==> src/rtl/control_inv2x2_mxb.sv <==
// control_inv2x2_mxb: sequences det(B), singular check and four divides writing inv(B) into MxC
module control_inv2x2_mxb #(
  parameter int TIMEOUT_CYC = 64,
  parameter int AW = 4
) (
  input  logic          clk,
  input  logic          rst_n,
  input  logic          start,
  output logic [AW-1:0] ra_mxb,
  output logic          ld_opa,
  output logic          ld_opb,
  output logic          mul_start,
  input  logic          mul_done,
  output logic [1:0]    acc_op,
  input  logic          det_zero,
  output logic          div_start,
  output logic          div_neg,
  input  logic          div_done,
  output logic [AW-1:0] wa_mxc,
  output logic          we_mxc,
  output logic          busy,
  output logic          done,
  output logic          err_singular
`ifdef CTRL_INV2X2_TIMEOUT_EN
  , output logic        err_timeout
`endif
);
  localparam logic [3:0] IDLE = 4'd0, RD_A = 4'd1, RD_B = 4'd2, MUL = 4'd3, WAIT_MUL = 4'd4, ACC = 4'd5,
                         CHK = 4'd6, RD_D = 4'd7, DIV = 4'd8, WAIT_DIV = 4'd9, WR = 4'd10, DONE = 4'd11;
  logic [3:0] st, ns;
  logic       term, nterm;
  logic [1:0] ent, nent;
  logic       to;
`ifdef CTRL_INV2X2_TIMEOUT_EN
  localparam int WW = $clog2(TIMEOUT_CYC + 1);
  logic [WW-1:0] wcnt;
  assign to = wcnt == WW'(TIMEOUT_CYC - 1);
  always_ff @(posedge clk or negedge rst_n)
    if (!rst_n) wcnt <= '0;
    else wcnt <= (ns != st) ? '0 : wcnt + 1'b1;
  always_ff @(posedge clk or negedge rst_n)
    if (!rst_n) err_timeout <= 1'b0;
    else if (st == IDLE && start) err_timeout <= 1'b0;
    else if (to && ((st == WAIT_MUL && !mul_done) || (st == WAIT_DIV && !div_done))) err_timeout <= 1'b1;
`else
  assign to = 1'b0;
`endif
  always_comb begin
    ns = st;
    nterm = term;
    nent = ent;
    case (st)
      IDLE:     if (start) begin ns = RD_A; nterm = 1'b0; nent = 2'd0; end
      RD_A:     ns = RD_B;
      RD_B:     ns = MUL;
      MUL:      ns = WAIT_MUL;
      WAIT_MUL: ns = mul_done ? ACC : to ? DONE : WAIT_MUL;
      ACC:      begin ns = term ? CHK : RD_A; nterm = 1'b1; end
      CHK:      begin ns = det_zero ? DONE : RD_D; nent = 2'd0; end
      RD_D:     ns = DIV;
      DIV:      ns = WAIT_DIV;
      WAIT_DIV: ns = div_done ? WR : to ? DONE : WAIT_DIV;
      WR:       begin ns = &ent ? DONE : RD_D; nent = ent + {1'b0, ~&ent}; end
      default:  ns = IDLE;
    endcase
  end
  always_ff @(posedge clk or negedge rst_n)
    if (!rst_n) begin
      st           <= IDLE;
      term         <= 1'b0;
      ent          <= 2'd0;
      ra_mxb       <= '0;
      ld_opa       <= 1'b0;
      ld_opb       <= 1'b0;
      mul_start    <= 1'b0;
      acc_op       <= 2'b00;
      div_start    <= 1'b0;
      div_neg      <= 1'b0;
      wa_mxc       <= '0;
      we_mxc       <= 1'b0;
      busy         <= 1'b0;
      done         <= 1'b0;
      err_singular <= 1'b0;
    end else begin
      st           <= ns;
      term         <= nterm;
      ent          <= nent;
      ra_mxb       <= (ns == RD_A) ? AW'(nterm) :
                      (ns == RD_B) ? AW'({1'b1, ~nterm}) :
                      (ns == RD_D) ? AW'({~nent[0], ~nent[1]}) : '0;
      ld_opa       <= ns == RD_A || ns == RD_D;
      ld_opb       <= ns == RD_B;
      mul_start    <= ns == MUL;
      acc_op       <= (ns == ACC) ? (nterm ? 2'b10 : 2'b01) : 2'b00;
      div_start    <= ns == DIV;
      div_neg      <= ns == DIV && (nent[0] ^ nent[1]);
      wa_mxc       <= (ns == WR) ? AW'(nent) : '0;
      we_mxc       <= ns == WR;
      busy         <= ns != IDLE;
      done         <= ns == DONE;
      err_singular <= (st == IDLE && start) ? 1'b0 : (st == CHK && det_zero) ? 1'b1 : err_singular;
    end
endmodule
==> config.mk <==
export PLATFORM = sky130hd
export DESIGN_NAME = control_inv2x2_mxb
export DESIGN_NICKNAME = d
export VERILOG_FILES = /design/src/rtl/control_inv2x2_mxb.sv
export SDC_FILE = /design/constraint.sdc
export NUM_CORES = 1
export LEC_CHECK = 0
export ABC_AREA = 1
export BUFFER_PORTS_ARGS = -buffer_cell sky130_fd_sc_hd__buf_2
export CELL_PAD_IN_SITES_DETAIL_PLACEMENT = 0
export CELL_PAD_IN_SITES_GLOBAL_PLACEMENT = 1
export CORE_ASPECT_RATIO = 0.7
export CORE_MARGIN = 1.5
export CORE_UTILIZATION = 40
export DETAILED_ROUTE_END_ITERATION = 8
export PLACE_DENSITY_LB_ADDON = 0.1
export SLEW_MARGIN = 40
export SYNTH_ARGS = -nofsm -noshare
export SYNTH_HDL_FRONTEND = slang
export SYNTH_SLANG_ARGS = --single-unit
==> constraint.sdc <==
create_clock -name clk -period 3.4 [get_ports clk]
set_input_delay 0.17 -clock clk [delete_from_list [all_inputs] [get_ports clk]]
set_output_delay 0.17 -clock clk [all_outputs]
set_load 0.1 [all_outputs]
== Yosys cells after proc, flatten, opt, wreduce, memory -nomap -nowiden ==
Index checks and enable logic that the tools add are counted.
W data, S select, Z words.
Word-level totals
  bits in registers: 22
  output and inout port bits: 19
Operators by class
  add/sub/neg operators: 1
  eq/ne operators: 18
  multiplexer cells: 19
  bitwise operators: 4
  reduce and logical (&&, ||, !) cells: 9
Operators by type and width (number)
  $pmux W4 S11: 1
  $eq A4 B3 Y1 const B: 6
  $eq A4 B4 Y1 const B: 6
  $eq A4 B2 Y1 const B: 4
  $mux W2: 8
  $mux W4: 3
  $eq A4 B1 Y1 const B: 2
  $pmux W2 S3: 1
  $logic_not A4 Y1: 1
  $mux W1: 4
  $reduce_bool A4 Y1: 1
  $logic_and A1 B1 Y1: 3
  $mux W3: 1
  $not A1 Y1: 3
  $add A2 B1 Y2: 1
  $pmux W1 S2: 1
  $reduce_and A2 Y1: 1
  $reduce_bool A2 Y1: 1
  $logic_not A1 Y1: 1
  $logic_or A1 B1 Y1: 1
  $xor A1 B1 Y1: 1

== Longest topological paths before layout ==
  word-level depth: 8
  gate-level depth with buffers: 10
  depth with buffers taken out: 10

== Worst setup path after synthesis ==
OpenSTA, ideal clock, no wires.
  kind: reg2reg
  start: register st[0]
  end: register ld_opa
  library setup time: 0.116 ns
  data arrival time: 1.116 ns
  path slack: 2.168 ns
  stages on the path, launching flop included: 11
  path buffers: 0
  clock period less this slack: 1.232 ns
  path through: dfrtp_1 -> inv_2 -> nand2_2 -> nor2_2 -> o21ai_2 -> nand2_2 -> inv_2 -> nand2_2 -> nor2_1 -> nand2_1 -> nand2_1
Between the ends
  cells in the longest elaborated chain, start to end: 4
  elaborated cells on any way between the ends: 16
  classes of those cells: eq/ne (12); mux (2); reduce/logical (2)
RTL lines
  start: declaration: RTL line 30  | logic [3:0] st, ns;
  start signal: assignment: RTL line 85  | st <= ns;
  $eq A4 B4 Y1 (tied with other cells): RTL line 52  | case (st)
  $pmux W4 S11 *: RTL line 52
  via ns[2]: RTL line 30
  $eq A4 B1 Y1 or $eq A4 B3 Y1 (tied branches): RTL line 91  | ld_opa <= ns == RD_A || ns == RD_D;
  $logic_or A1 B1 Y1 *: RTL line 91
  end signal: assignment: RTL line 73  | ld_opa <= 1'b0;
  end signal: assignment: RTL line 91
  end: declaration: RTL line 10  | output logic ld_opa,
The timed path passes the listed nets; every way through them passes the cells marked *.
A chain may end at the register's enable or synchronous reset.

== Worst setup path after layout ==
  start: register st[2]
  end: register acc_op[0]
Between the ends
  cells in the longest elaborated chain, start to end: 4
  elaborated cells on any way between the ends: 17
  classes of those cells: eq/ne (11); mux (5); reduce/logical (1)
RTL lines
  $eq A4 B3 Y1 or $logic_not A4 Y1 (tied branches): RTL line 52
  $pmux W1 S2 *: RTL line 52
  via nterm: RTL line 31  | logic term, nterm;
  $mux W2 * (2 in series): RTL line 94  | acc_op <= (ns == ACC) ? (nterm ? 2'b10 : 2'b01) : 2'b00;
  end signal: assignment: RTL line 94
  end: declaration: RTL line 14  | output logic [1:0] acc_op,
Marks and branches as above.

==> results.md <==
- Largest fanout on the critical path: 6
- Final critical-path setup slack: 1.92 ns
- Data arrival time at the worst-slack endpoint: 1.67 ns
- DP Cell Count: 189
- Setup repair after global routing missed its margin: false
- Inserted Diodes: 0
- Final max-slew violation count: 0
- Root cell of the clock tree: sky130_fd_sc_hd__clkbuf_8
- 1st-iter DRT viols: 40
- Switching share of total power: 53.3%
- Register area share after synthesis: 51.0%
- Post-cts repair resize count: 0
- Detail Route Antenna Nets: 0
- Largest vdd supply drop: 0.479 mV
- Count of different cell masters after synthesis: 17
- Height of the die: 46.5 µm
- Mean cell area of the mapped netlist: 7.94 µm²
- Total clock buffers created by CTS: 3
- Cell with the most instances after synthesis: sky130_fd_sc_hd__nand2_1
- Worst slack at placement: 1.95 ns
- Count of standard-cell rows: 15
- Largest stage delay on the critical path: 0.42 ns
- Number of antenna violations at the first check in global routing: 0
- Routed wire length per instance: 10.9 µm
- Clock net sink count: 22
- Routability Congestion: 0.824
- Proportion of layout cells with a drive suffix above 1: 28.1%
- Number of global-route vias before repair: 740
- Post-DP HPWL: 1720 µm
- Buffers plus inverters on the worst setup path: 1
- Post-detailed-route DRC marker count: 0
- Static leakage: 0.745 nW
- Number of endpoints failing setup at the final stage: 0
- Aggregate negative setup slack: 0 ns
- Combinational power share: 55.7%
- Via count: 883
- Overall routing resource usage: 16.3%
- Max clock buf depth: 2
- Clk_skew: 0.00114 ns
- Share of the synthesized area in the top cell type: 51.0%
- Seq pwr share: 27.5%
- Net Sw Power: 0.747 mW
- Endpoint class of the critical path: register
- Final period utilization: 43.4%
- Startpoint kind of the worst setup timing path: register
- Count of H-tree levels built during CTS: 1
- Detailed-route wire length: 2120 µm
- Clock network fraction of design power: 16.8%
- Family with the most delay on the worst path: simple AND/OR/NAND/NOR gates
- Clock slew at the register clock pins of the worst setup and hold paths: 0.07 ns
- Leading register cell type out of synthesis: sky130_fd_sc_hd__dfrtp_1
- Total global routing overflow: 0
- Cell count after synthesis: 136
- Count of fill cells added during filler insertion: 251
- Worst hold path type: primary input to register
- Final layout net count: 167
- # Max-Cap Violations: 0
- Global-route wire length before repair: 3470 µm
- Cell area after placement: 0.00120 mm²
- Pin count of the biggest net entering global routing: 23
- Yosys reg bits: 22
- Slowest cell on crit path: sky130_fd_sc_hd__dfrtp_1
- Power per Cell Area: 1090 mW/mm²
- Final Cell Area: 0.00128 mm²
- Final critical path time including I/O delays and setup: 1.48 ns
- Die Width: 65.1 µm
- Required time worst endpoint: 3.59 ns
- Cell type with the largest total area after synthesis: sky130_fd_sc_hd__dfrtp_1
- Initial DRT Pass Iterations: 4
- Growth of design area from synthesis to finish: 19.0%
- Crit-path cells: nor2_2 -> nand3_1 -> a21oi_1 -> inv_1 -> nor2_1
- Number of placed I/O pins: 25
- Peak clock frequency supported by timing: 0.677 GHz
- Result of the run: complete, no violations
- Commonest cells in the netlist: sky130_fd_sc_hd__nand2_1, sky130_fd_sc_hd__dfrtp_1, sky130_fd_sc_hd__nor2_1
- Internal Dissipation: 0.655 mW
- YS warnings: 0
- Cell types occupying the most area after synthesis: sky130_fd_sc_hd__dfrtp_1, sky130_fd_sc_hd__nand2_1, sky130_fd_sc_hd__nor2_1
- Clock latency on the worst-skew pair: 0.26 ns
- Async set-reset flop share out of synthesis: 100%
- Floorplan die area: 0.00303 mm²
- Netlist area before placement: 0.00108 mm²
- Worst setup path category: register to register
- Final cell count without fillers: 194
- Clock tree from TritonCTS: built
- Number of enable-type register cells in the synthesized netlist: 0
- Count of input and output buffers: 20
- Core area: 0.00251 mm²
- Initial cell density of the core: 42.9%
- Via-per-instance ratio: 4.55
- Number of hold violations in the final report: 0
==> power by group through the flow <==
stage | Clock (mW) | Combinational, mW | Sequential, mW
after CTS | 0.242 | 0.784 | 0.386
after floorplan | 0 | 0.368 | 0.671
final | 0.236 | 0.780 | 0.386
after detailed placement | 0 | 0.781 | 0.391
after global placement | 0 | 0.788 | 0.389
after global routing | 0.256 | 0.860 | 0.396
==> logic make-up after synthesis <==
| logic type | after synthesis | share of synthesized area, % |
|---|---|---|
| other | 1 | 0.347 |
| and+or+nand+nor | 85 | 36.4 |
| DFF | 22 | 51.0 |
| buffers and inverters | 22 | 9.04 |
| AOI/OAI and AO/OA | 6 | 3.24 |
==> metal layers <==
metal | track usage [%] | share of wire (%) | vias to the layer above
met5 | 0 | 0 | -
met1 | 22.9 | 51 | 392
li1 | - | - | 456
met3 | 6.60 | 7.1 | 5
met2 | 22.7 | 41 | 30
met4 | 5.83 | 0.94 | 0
==> tightest hold or removal path: stages <==
cell,delay [ns]
sky130_fd_sc_hd__buf_2,0.09
sky130_fd_sc_hd__nand2_1,0.09
sky130_fd_sc_hd__nand2_1,0.09
==> stage by stage <==
step	total power, mW	hold slack [ns]	util (%)
6_report	1.40	0.208	51.1
5_1_grt	1.51	0.212	51.1
2_1_floorplan	1.04	-0.126	-
4_1_cts	1.41	0.199	51.1
3_5_place_dp	1.17	0.150	47.9
3_3_place_gp	1.18	0.149	47.9
==> placed cells by master, fill, tap and decap left out <==
cell type                       count
sky130_fd_sc_hd__conb_1             4
sky130_fd_sc_hd__a21oi_1            1
sky130_fd_sc_hd__nor2_4             1
sky130_fd_sc_hd__o21ai_2            1
sky130_fd_sc_hd__nor2_1            22
sky130_fd_sc_hd__bufinv_16          1
sky130_fd_sc_hd__dfrtp_1           22
sky130_fd_sc_hd__dlygate4sd3_1      1
sky130_fd_sc_hd__inv_2              4
sky130_fd_sc_hd__nand3_1           12
sky130_fd_sc_hd__buf_2             20
sky130_fd_sc_hd__nor2_2             7
sky130_fd_sc_hd__and3_1             1
sky130_fd_sc_hd__nand2_2            5
sky130_fd_sc_hd__o21ai_0            3
sky130_fd_sc_hd__clkbuf_8           3
sky130_fd_sc_hd__nand2_1           34
sky130_fd_sc_hd__nand3_2            3
sky130_fd_sc_hd__o22ai_1            1
sky130_fd_sc_hd__inv_1             14
==> what timing repair did <==
action | 4_1_cts | 5_1_grt
hold buffers | 1 | 0
buffers inserted | 0 | 0
endpoints found under the hold margin | 22 | 0
setup endpoints to repair | 0 | 0
==> worst paths after layout <==
check / startpoint / to / slack, ns / cells after the start
setup / recovery: st[2] / acc_op[0] / 1.92 / 5
hold / removal: det_zero / err_singular / 0.21 / 3
setup reg to reg: st[2] / acc_op[0] / 1.92 / 5
hold reg to reg: err_singular / err_singular / 0.51 / 2
max in group asynchronous: rst_n / busy / 2.68 / 2
min in group asynchronous: rst_n / ent[0] / 0.40 / 2
==> registers in the layout, indices dropped and copies added (netlist names) <==
register / flops
mul_start: 1
ld_opa: 1
acc_op: 2
done: 1
wa_mxc: 2
ra_mxb: 2
err_singular: 1
ld_opb: 1
ent: 2
st: 4
term: 1
div_start: 1
we_mxc: 1
div_neg: 1
busy: 1
==> final cells by class <==
type,instances,area [µm²],area share [%]
Timing Repair Buffer,21,110,8.57
Clock inverter,1,30.0,2.34
Tap cell,34,42.5,3.31
Clock buffer,3,41.3,3.21
Sequential cell,22,551,42.8
Multi-Input combinational cell,95,443,34.5
Inverter,18,67.6,5.26
No activity file was read; power rests on OpenSTA's default activity.
